<file path="config.mk">
export PLATFORM = sky130hd
export DESIGN_NAME = counter_seq_ctrl_flat
export DESIGN_NICKNAME = d
export VERILOG_FILES = /design/src/rtl/counter_seq_ctrl_if.sv /design/src/rtl/counter_seq_ctrl.sv /design/src/flat_wrapper.sv
export SDC_FILE = /design/constraint.sdc
export NUM_CORES = 1
export LEC_CHECK = 0
export ABC_AREA = 1
export CAP_MARGIN = 5
export CORE_ASPECT_RATIO = 0.7
export CORE_MARGIN = 5
export CORE_UTILIZATION = 25
export CTS_CLUSTER_DIAMETER = 30
export CTS_CLUSTER_SIZE = 14
export DETAILED_ROUTE_END_ITERATION = 12
export PLACE_DENSITY = 0.48
export SLEW_MARGIN = 30
export SYNTH_ARGS = -nofsm -noshare
export SYNTH_HDL_FRONTEND = slang
export SYNTH_SLANG_ARGS = --single-unit
</file>
<file path="constraint.sdc">
create_clock -name clk -period 1.9 [get_ports clk]
set_input_delay 0.38 -clock clk [delete_from_list [all_inputs] [get_ports clk]]
set_output_delay 0.38 -clock clk [all_outputs]
set_load 0.02 [all_outputs]
</file>
<file path="src/rtl/counter_seq_ctrl_if.sv">
// -----------------------------------------------------------------------------
// counter_seq_ctrl_if
//   Bundles the board-side controls and the counter-datapath signals of the
//   sequencing controller.
//
//   Signal semantics:
//     start, stop  : levels, sampled on every rising clk edge; stop wins when
//                    both are high.
//     mode         : run mode, only sampled on the edge that starts a run.
//     cnt_val      : counter value fed back from the datapath.
//     cnt_en       : single-cycle pulse, the datapath steps once per pulse.
//     dir          : level, 0 = count up, 1 = count down. The datapath uses it
//                    together with cnt_en.
//     cnt_clr      : single-cycle synchronous clear request.
//     busy         : level, high while a run is active or paused.
//     done         : single-cycle pulse when a single-shot run completes.
//     state        : controller state, 0=IDLE 1=RUN 2=PAUSE 3=DONE.
//   There is no back-pressure. Every pulse is consumed on the edge that
//   follows it.
//
//   Modports:
//     master : the controller (drives cnt_en/dir/cnt_clr/busy/done/state)
//     slave  : the board logic plus the counter datapath
// -----------------------------------------------------------------------------
interface counter_seq_ctrl_if #(
    parameter int WIDTH = 4
);
    logic             start;
    logic             stop;
    logic [1:0]       mode;
    logic [WIDTH-1:0] cnt_val;
    logic             cnt_en;
    logic             dir;
    logic             cnt_clr;
    logic             busy;
    logic             done;
    logic [1:0]       state;

    modport master (
        input  start, stop, mode, cnt_val,
        output cnt_en, dir, cnt_clr, busy, done, state
    );

    modport slave (
        output start, stop, mode, cnt_val,
        input  cnt_en, dir, cnt_clr, busy, done, state
    );
endinterface

</file>
<file path="src/rtl/counter_seq_ctrl.sv">
// -----------------------------------------------------------------------------
// counter_seq_ctrl
//   Sequencing controller for the up/down LED counter datapath. It owns the
//   tick prescaler and a run/pause/done state machine. It issues one-cycle
//   count enables together with the count direction. Four run modes are
//   supported: up, down, ping-pong and single-shot up.
//
//   Ports:
//     clk    : system clock
//     reset  : asynchronous, active-high reset (released synchronously)
//     bus    : counter_seq_ctrl_if.master
//              inputs  start, stop, mode, cnt_val
//              outputs cnt_en, dir, cnt_clr, busy, done, state
//   All outputs are registered.
//
//   Parameters:
//     WIDTH : counter width; must match the datapath
//     DIV   : clk cycles per count tick, 2..2^27-1
//     DIV_W : prescaler width; DIV-1 must fit
// -----------------------------------------------------------------------------
module counter_seq_ctrl #(
    parameter int WIDTH = 4,
    parameter int DIV   = 100000000,
    parameter int DIV_W = 27
) (
    input  logic                  clk,
    input  logic                  reset,
    counter_seq_ctrl_if.master    bus
);

    typedef enum logic [1:0] {
        ST_IDLE  = 2'd0,
        ST_RUN   = 2'd1,
        ST_PAUSE = 2'd2,
        ST_DONE  = 2'd3
    } state_t;

    localparam logic [DIV_W-1:0] PRESC_LAST = DIV_W'(DIV - 1);
    localparam logic [DIV_W-1:0] PRESC_ONE  = DIV_W'(1);
    localparam logic [WIDTH-1:0] CNT_MAX    = '1;

    localparam logic [1:0] MODE_UP     = 2'd0;
    localparam logic [1:0] MODE_DOWN   = 2'd1;
    localparam logic [1:0] MODE_PING   = 2'd2;
    localparam logic [1:0] MODE_SINGLE = 2'd3;

    state_t           state_q,   state_d;
    logic [DIV_W-1:0] presc_q,   presc_d;
    logic [1:0]       mode_q,    mode_d;
    logic             dir_q,     dir_d;
    logic             cnt_en_q,  cnt_en_d;
    logic             cnt_clr_q, cnt_clr_d;
    logic             done_q,    done_d;
    logic             busy_q,    busy_d;

    // Single-shot completion: the counter reached its top value and no step
    // is pending. A clear that is still in flight means cnt_val is stale,
    // so the check is skipped in that cycle.
    logic single_end;
    assign single_end = (mode_q == MODE_SINGLE) && (bus.cnt_val == CNT_MAX) &&
                        !cnt_en_q && !cnt_clr_q;

    always_comb begin
        state_d   = state_q;
        presc_d   = presc_q;
        mode_d    = mode_q;
        dir_d     = dir_q;
        cnt_en_d  = 1'b0;
        cnt_clr_d = 1'b0;
        done_d    = 1'b0;

        case (state_q)
            ST_IDLE, ST_DONE: begin
                if (bus.start && !bus.stop) begin
                    state_d   = ST_RUN;
                    mode_d    = bus.mode;
                    dir_d     = (bus.mode == MODE_DOWN);
                    presc_d   = '0;
                    cnt_clr_d = (bus.mode == MODE_SINGLE);
                end
            end

            ST_RUN: begin
                // Direction follows the latched mode on every RUN cycle. In
                // ping-pong the turn is registered one cycle after the counter
                // hits an end. DIV >= 2 keeps that ahead of the next cnt_en.
                case (mode_q)
                    MODE_UP:   dir_d = 1'b0;
                    MODE_DOWN: dir_d = 1'b1;
                    MODE_PING: begin
                        if (!dir_q && bus.cnt_val == CNT_MAX) begin
                            dir_d = 1'b1;
                        end else if (dir_q && bus.cnt_val == '0) begin
                            dir_d = 1'b0;
                        end
                    end
                    default:   dir_d = 1'b0;
                endcase

                if (bus.stop) begin
                    // The prescaler holds, so a resume picks up mid-tick.
                    state_d = ST_PAUSE;
                end else if (single_end) begin
                    state_d = ST_DONE;
                    done_d  = 1'b1;
                    presc_d = '0;
                end else if (presc_q == PRESC_LAST) begin
                    presc_d  = '0;
                    cnt_en_d = 1'b1;
                end else begin
                    presc_d = presc_q + PRESC_ONE;
                end
            end

            ST_PAUSE: begin
                if (bus.stop) begin
                    state_d = ST_IDLE;
                    presc_d = '0;
                end else if (bus.start) begin
                    state_d = ST_RUN;
                end
            end

            default: begin
                state_d = ST_IDLE;
            end
        endcase

        busy_d = (state_d == ST_RUN) || (state_d == ST_PAUSE);
    end

    always_ff @(posedge clk or posedge reset) begin
        if (reset) begin
            state_q   <= ST_IDLE;
            presc_q   <= '0;
            mode_q    <= 2'd0;
            dir_q     <= 1'b0;
            cnt_en_q  <= 1'b0;
            cnt_clr_q <= 1'b0;
            done_q    <= 1'b0;
            busy_q    <= 1'b0;
        end else begin
            state_q   <= state_d;
            presc_q   <= presc_d;
            mode_q    <= mode_d;
            dir_q     <= dir_d;
            cnt_en_q  <= cnt_en_d;
            cnt_clr_q <= cnt_clr_d;
            done_q    <= done_d;
            busy_q    <= busy_d;
        end
    end

    assign bus.cnt_en  = cnt_en_q;
    assign bus.dir     = dir_q;
    assign bus.cnt_clr = cnt_clr_q;
    assign bus.busy    = busy_q;
    assign bus.done    = done_q;
    assign bus.state   = state_q;

endmodule
</file>
<file path="src/flat_wrapper.sv">
// flat-port wrapper written by rule: the top's interface ports become plain ports
module counter_seq_ctrl_flat 
#(
    parameter int WIDTH = 4,
    parameter int DIV   = 100000000,
    parameter int DIV_W = 27
)
  (clk, reset, bus_start, bus_stop, bus_mode, bus_cnt_val, bus_cnt_en, bus_dir, bus_cnt_clr, bus_busy, bus_done, bus_state);
  counter_seq_ctrl_if #(.WIDTH(WIDTH)) bus_i ();
  input  logic clk;
  input  logic reset;
  input wire logic [$bits(bus_i.start)-1:0] bus_start;
  input wire logic [$bits(bus_i.stop)-1:0] bus_stop;
  input wire logic [$bits(bus_i.mode)-1:0] bus_mode;
  input wire logic [$bits(bus_i.cnt_val)-1:0] bus_cnt_val;
  output wire logic [$bits(bus_i.cnt_en)-1:0] bus_cnt_en;
  output wire logic [$bits(bus_i.dir)-1:0] bus_dir;
  output wire logic [$bits(bus_i.cnt_clr)-1:0] bus_cnt_clr;
  output wire logic [$bits(bus_i.busy)-1:0] bus_busy;
  output wire logic [$bits(bus_i.done)-1:0] bus_done;
  output wire logic [$bits(bus_i.state)-1:0] bus_state;
  assign bus_i.start = bus_start;
  assign bus_i.stop = bus_stop;
  assign bus_i.mode = bus_mode;
  assign bus_i.cnt_val = bus_cnt_val;
  assign bus_cnt_en = bus_i.cnt_en;
  assign bus_dir = bus_i.dir;
  assign bus_cnt_clr = bus_i.cnt_clr;
  assign bus_busy = bus_i.busy;
  assign bus_done = bus_i.done;
  assign bus_state = bus_i.state;
  counter_seq_ctrl #(.WIDTH(WIDTH), .DIV(DIV), .DIV_W(DIV_W)) u_core (.clk(clk), .reset(reset), .bus(bus_i));
endmodule
</file>
* After elaboration in Yosys (flattened, before gate mapping)
Cells that the tools add are included.
Storage, ports and cells: register bits 36, input bits 10, output and inout bits 7, logic and storage cells 69
Cells by class: add/sub/neg operators 1, equality and inequality tests 16, mux-type cells 26, reductions and logical operators 18
Operators with widths (number):
- $mux 27 | 5
- $pmux 27 s3 | 1
- $add 27x1->27 const B | 1
- $eq 27x27->1 const B | 1
- $eq 2x2->1 const B | 6
- $mux 1 | 12
- $mux 2 | 5
- $eq 2x1->1 const B | 4
- $logic_and 1x1->1 | 6
- $pmux 2 s3 | 1
- $reduce_and 3->1 | 2
- $eq 4x4->1 const B | 1
- $logic_not 1->1 | 4
- $logic_not 4->1 | 1
- $ne 2x2->1 const B | 2
- $ne 4x2->1 const B | 1
- $pmux 1 s2 | 2
- $logic_not 2->1 | 1
- $ne 2x1->1 const B | 1
- $reduce_and 2->1 | 1
- $reduce_bool 2->1 | 1
- $reduce_or 2->1 | 1
- $logic_or 1x1->1 | 1

* Logic depth before layout (Yosys ltp)
Gate-level depths: netlist of run 1.
word-level depth 9, gate-level depth with buffers 11, depth with buffers taken out 10

* Worst setup path before layout of run 1
Ideal clock, no wire load.
path kind flip-flop to flip-flop, start point register u_core.state_q[0], in the netlist u_core.bus.state[0], end point register u_core.presc_q[16], setup time 0.117 ns, arrival time 1.568 ns, slack 0.215 ns, stages on the path, launching flop included 11, buffers on the path 0, cell sequence dfrtp_1 -> inv_1 -> ha_1 -> nand2_1 -> inv_2 -> nor2_8 -> nand2_1 -> nor2_1 -> nand2_1 -> nand2_1 -> nor2_1
Between the ends: cells in the longest elaborated chain, start to end 4, elaborated cells on any way between the ends 10, those cells by class eq/ne: 6; mux: 1; reduce/logical: 3
Ends and longest elaborated chain:
- start, declared | RTL line counter_seq_ctrl.sv:47 | state_t state_q, state_d;
- start signal, assigned | RTL line counter_seq_ctrl.sv:143 | state_q <= state_d;
- $eq 2x2->1 or $logic_not 2->1 (tied branches) | RTL line counter_seq_ctrl.sv:72 | case (state_q)
- $reduce_or 2->1 | RTL line counter_seq_ctrl.sv:72
- $ne 2x1->1 (no line)
- $reduce_and 3->1 (no line)
- end signal, assigned | RTL line counter_seq_ctrl.sv:144 | presc_q <= presc_d;
- end, declared | RTL line counter_seq_ctrl.sv:48 | logic [DIV_W-1:0] presc_q, presc_d;
Several ways; a longest one is shown, not always the timed one. A chain may end at the register's enable or synchronous reset.

* Worst setup path in the final report of run 1
start point register u_core.state_q[0], in the netlist u_core.bus.state[0], end point register u_core.presc_q[24]
The elaborated chain is that of the path after synthesis.

==> metrics.txt, run 1 <==
Syn Nets ~370; H-tree Lvls 2; register area share after synthesis 0.384; P_sw around 0.0014 W; vias per inst about 4.3; DRT antenna net count 0; Slowest cell on crit path dfrtp_2; die height ~91 um; wire length on met1 between 3 and 4 mm; max-cap violations 0; Tot Pwr ~0.0033 W; Peak Freq around 580 MHz; routed len/inst approximately 12 um; Net Sw Frac 0.405; pwr/cell area between 1000 and 1500 nW/um^2; combinational power share 0.432; Die Wd between 100 and 150 um; hpwl dp ~4.5 mm; Levels on crit path 9; buffer count from post-CTS setup fixing 0; R2R Path End u_core.presc_q[24]; TritonCTS buffer count 5; uppermost layer routed met4; worst path required time between 2 and 2.5 ns; measured slew at the worst slew-check pin approximately 0.5 ns; Port Buffers 16; power share of the clock group 0.286; grt total ovfl 0; worst path bufs/invs 1; R2R depth 9; Syn Inst Count 349; Internal Power 0.00198 W; routed wire length 6.10 mm; maximum fanout along the worst path 5; GRT Overall Usage 0.116; Clock Tree Buf Depth 2; Synth Area in Compound Gates 0.0341; final slew viol count 0; Peak supply drop 581 uV; vias in the first global route ~2,200; nets@finish 400; post-synth cell types 28; routability cong. approximately 0.90; crit end category register; mux contribution to synthesized area 0; CP startpoint u_core.bus.state[0]; post-synthesis xor/xnor area fraction 0.0186; Yosys reg bits 36; Worst Setup EP u_core.presc_q[24]; largest net degree at the start of global routing 37; Post-Syn Area around 2300 sq um; Final Hold Fails 0; initial DRC count ~180; Die ar. 11,500 sq um; Post-CTS Hold Buffers 0; core box area 9110 sq um; CP top delay family simple AND/OR/NAND/NOR gates; minimum clock period around 1.7 ns; Critical Path Start Type register; n_diodes 0; HP Class in -> async; Initial DRT Pass Iterations 4; Clock Skew ~0.006 ns; RSZ-0062 raised after global routing no; routed vias 2,193; global-route wire length before repair around 11 mm; synth warn 0; adder-cell area share of the yosys netlist 0.0320; initial antenna violation count 0; clk sinks 36; fraction of layout cells with a size suffix above 1 0.112; fin crit share 0.908; # IOs 17; register share of total power 0.282; reg-to-reg startpoint u_core.bus.state[0]; most frequent cells in the layout 113 x nand2_1, 68 x nor2_1, 43 x inv_1, 35 x dfrtp_1, 19 x nand3_1; Fill cells 982; CP Cell Sequence inv_1, ha_1, nand2_1, nand3_4, nor2_1, nand3_1, nand2_1, nand2_1, nor2_1; synthesis-to-finish area growth 25.0%; CTS tree yes; Routed met2 length roughly 2.3 mm; final setup violation count 0; critical path class reg -> reg; Synth Area in Simple Gates 0.440; Root Driver clkbuf_16; status completed; Avg Inst Size Synth 6.73 sq um; FP Rows 29; Leak about 1.4 nW; clock slew at reported path FFs about 0.060 ns; combinational family with the most area after synthesis simple AND/OR/NAND/NOR gates; worst skew pair latency 0.29 ns; slew margin rel. 0.662; routed wl met3 between 200 and 300 um; DRC viols 0; starting density of the core 0.258; most used cell, CP nand2_1; utilization after layout 0.322; slowest stage delay, CP about 0.40 ns; FF-to-FF setup slack 0.18 ns; Resize count post-CTS 0; CP Data Arrival Time roughly 1.9 ns; most common cell after layout, fill and taps aside nand2_1
==> worst min-delay path by stage <==
stage / from / end / slack (ns) / cells past startpoint
floorplan: bus_stop / u_core.bus.cnt_en / 0.45 / 1
finish: reset / u_core.mode_q[1] / 0.51 / 3
CTS: reset / u_core.mode_q[1] / 0.53 / 3
global placement: u_core.presc_q[26] / u_core.presc_q[26] / 0.52 / 2
global route: reset / u_core.mode_q[1] / 0.57 / 3
detailed placement: u_core.presc_q[19] / u_core.presc_q[19] / 0.52 / 2
==> cells by family after synthesis <==
group                    after synthesis
flip-flops                            36
adder cells (fa/ha/maj)                6
AND/OR/NAND/NOR                      235
XOR/XNOR                               5
buffers and inverters                 52
AO/OA/AOI/OAI                         15
==> synth_stat cells, drive strengths merged <==
library cell  number  area [sq um]
xor2               5          43.8
nand3             20           105
ha                 6          75.1
nand3b             3          22.5
buf                3          27.5
inv               47           176
o21ai             12          60.1
a21oi              1          5.00
nand2            119           467
nor3               4          20.0
o21bai             2          15.0
clkinv             2          12.5
and2               1          6.26
nor4               1          6.26
nor2              75           330
nand4             12          75.1
dfrtp             36           901
==> power by group through the flow <==
stage	Sequential (W)	Clock, W	Combinational, W
after global placement	0.000954	0	0.00139
final	0.000942	0.000953	0.00144
after floorplan	0.000985	0	0.000883
after global routing	0.000960	0.00102	0.00162
after CTS	0.000940	0.000991	0.00139
after detailed placement	0.000948	0	0.00139
==> registers in the layout, summed over array words and instances (netlist names) <==
name and count:
u_core.bus.cnt_clr 1, u_core.presc_q 27, u_core.bus.busy 1, u_core.bus.dir 1, u_core.bus.state 2, u_core.bus.cnt_en 1
u_core.bus.done 1, u_core.mode_q 2
==> per-layer routing <==
metal | GRT usage | vias to the layer above
li1 | - | 1158
met1 | 0.177 | 980
met2 | 0.157 | 47
met3 | 0.0252 | 8
met4 | 0.0455 | 0
met5 | 0 | -
==> through the flow <==
step	hold slack (ns)	setup WS (ns)	TNS (ns)	area, sq um	cells
2_1_floorplan	0.452	0.215	0	2350	349
3_3_place_gp	0.524	-0.0940	-0.313	2740	500
3_5_place_dp	0.524	-0.0968	-0.401	2740	500
4_1_cts	0.533	0.0698	0	2910	508
5_1_grt	0.575	0.0187	0	2940	509
6_report	0.513	0.175	0	2940	509
==> worst register-to-register path, cell delays in order (launching register included) <==
cell	delay (ns)
dfrtp_2	0.40
inv_1	0.07
ha_1	0.31
nand2_1	0.16
nand3_4	0.14
nor2_1	0.24
nand3_1	0.11
nand2_1	0.07
nand2_1	0.05
nor2_1	0.10
==> final cells by class <==
cell class | count | area [sq um] | share of cell area
inverter | 49 | 189 | 0.0643
timing repair buffer | 30 | 265 | 0.0903
sequential | 36 | 902 | 0.307
tap | 124 | 155 | 0.0528
clock buffer | 5 | 125 | 0.0426
clock inverter | 3 | 42.5 | 0.0145
multi-input combinational | 262 | 1260 | 0.428
Note: power is estimated with default switching activity, not from simulation.
==> inputs of run 2 (changes only) <==
Settings changed: REMOVE_ABC_BUFFERS set to 1.
==> run 2 against run 1 <==
  * Utilization up 0.22 points
  * Die area unchanged
  * Highest routed layer unchanged
  * Maximum frequency up 0.28%
  * Critical endpoint is now u_core.presc_q[25]
  * Final area up 0.68%
  * Cell count unchanged
  * Wire length down 3.9%
  * Sequential share of layout area down 0.21 points
  * First-iteration DRC count down 7.4%
  * Critical path depth up 1
  * Largest power group unchanged
  * Global-route usage down 0.96 points
  * Via count down 2.2%
==> metrics.txt, run 2 (synthesis gave the netlist of run 1 again) <==
crit end category register; synthesis-to-finish area growth 25.9%; Post-CTS Hold Buffers 0; core box area ~9100 sq um; clk sinks 36; CP Data Arrival Time ~1.9 ns; final slew viol count 0; Port Buffers 16; status completed; vias per inst 4.21; initial antenna violation count 0; routed len/inst ~12 um; TritonCTS buffer count 5; grt total ovfl 0; worst skew pair latency ~0.28 ns; Top reg by flops u_core.presc_q; DRT antenna net count 0; fin crit share 0.905; hpwl dp roughly 4.5 mm; maximum fanout along the worst path 17; minimum clock period 1.72 ns; fraction of layout cells with a size suffix above 1 0.109; slew margin rel. 0.689; largest net degree at the start of global routing 37; measured slew at the worst slew-check pin ~0.47 ns; final setup violation count 0; RSZ-0062 raised after global routing no; critical path class reg -> reg; Clock Skew roughly 0.0041 ns; routability cong. approximately 0.84; Tot Pwr 0.00336 W; Fill cells approximately 1,000; buffer count from post-CTS setup fixing 0; Initial DRT Pass Iterations 4; n_diodes 0; clock slew at reported path FFs approximately 0.060 ns; max-cap violations 0; Critical Path Start Type register; global-route wire length before repair just over 10 mm; most frequent cells in the layout 113 x nand2_1, 69 x nor2_1, 43 x inv_1, 35 x dfrtp_1, 19 x nand3_1; Resize count post-CTS 0; Die ar. ~11,000 sq um; CTS tree yes; die height 91.1 um; most common cell after layout, fill and taps aside nand2_1; setup TNS 0 ns; routed wire length approximately 5.9 mm; Peak Freq 581 MHz; Leak ~1.4 nW; routed vias between 2,000 and 2,500; Peak supply drop 438 uV; nets@finish 400; H-tree Lvls 2; GRT Overall Usage 0.107; FP Rows 29; Die Wd around 130 um; starting density of the core 0.258; worst path required time between 2 and 2.5 ns; Final Hold Fails 0; Root Driver clkbuf_16; HP Class in -> async; # IOs 17; pwr/cell area 1140 nW/um^2; vias in the first global route 2,050; max reg flops 27; DRC viols 0; initial DRC count roughly 160; Clock Tree Buf Depth 2
==> run 2: cell types whose count changed in the layout (fill, tap and decap cells not counted), sizes merged <==
cell	delta
clkinvlp	-1
clkinv	-1
clkbuf	+2
==> run 2: path summary, 6_finish.rpt <==
check | start | to | slack (ns) | cells past startpoint
min reg2reg | u_core.presc_q[26] | u_core.presc_q[26] | 0.54 | 2
max reg2reg | u_core.bus.state[0] | u_core.presc_q[25] | 0.18 | 10
min | reset | u_core.presc_q[5] | 0.53 | 3
max | u_core.bus.state[0] | u_core.presc_q[25] | 0.18 | 10
max in group asynchronous | reset | u_core.bus.state[0] | 1.02 | 3
min in group clk | u_core.presc_q[26] | u_core.presc_q[26] | 0.54 | 2
==> run 2: worst max-delay path, stage by stage (launching register included) <==
cell,delay [ns]
dfrtp_2,0.40
inv_1,0.07
ha_1,0.31
nand2_1,0.16
inv_2,0.10
nor2_8,0.11
buf_12,0.16
nand2_4,0.07
buf_4,0.14
nand2_1,0.05
nor2_1,0.04
==> run 2: through the flow <==
| step | worst slack, ns | instance area (sq um) | hold slack (ns) | util | instances |
|---|---|---|---|---|---|
| after floorplan | 0.139 | 2320 | 0.452 | - | 346 |
| after global placement | -0.0273 | 2750 | 0.515 | 0.302 | 500 |
| after detailed placement | -0.0469 | 2750 | 0.525 | 0.302 | 500 |
| after CTS | 0.109 | 2940 | 0.540 | 0.322 | 508 |
| after global routing | 0.00388 | 2960 | 0.564 | 0.325 | 509 |
| final | 0.180 | 2960 | 0.526 | 0.325 | 509 |
==> run 2: cell type report <==
type	count	area, sq um	share of cell area
Multi-Input combinational cell	262	1250	0.423
Sequential cell	36	902	0.305
Timing Repair Buffer	30	278	0.0939
Inverter	49	189	0.0639
Tap cell	124	155	0.0525
Clock buffer	7	153	0.0516
Clock inverter	1	30.0	0.0102
==> run 2: power breakdown <==
| part | internal [W] | switching, W | total [W] |
|---|---|---|---|
| clock | 0.000691 | 0.000322 | 0.00101 |
| combinational | 0.000509 | 0.000884 | 0.00139 |
| sequential | 0.000860 | 0.0000912 | 0.000951 |
==> run 2: routing by layer <==
metal | global-route usage | routed length (um)
met1 | 0.168 | 3370
met4 | 0.0205 | 42
met3 | 0.0217 | 257
met2 | 0.149 | 2190
met5 | 0 | 0
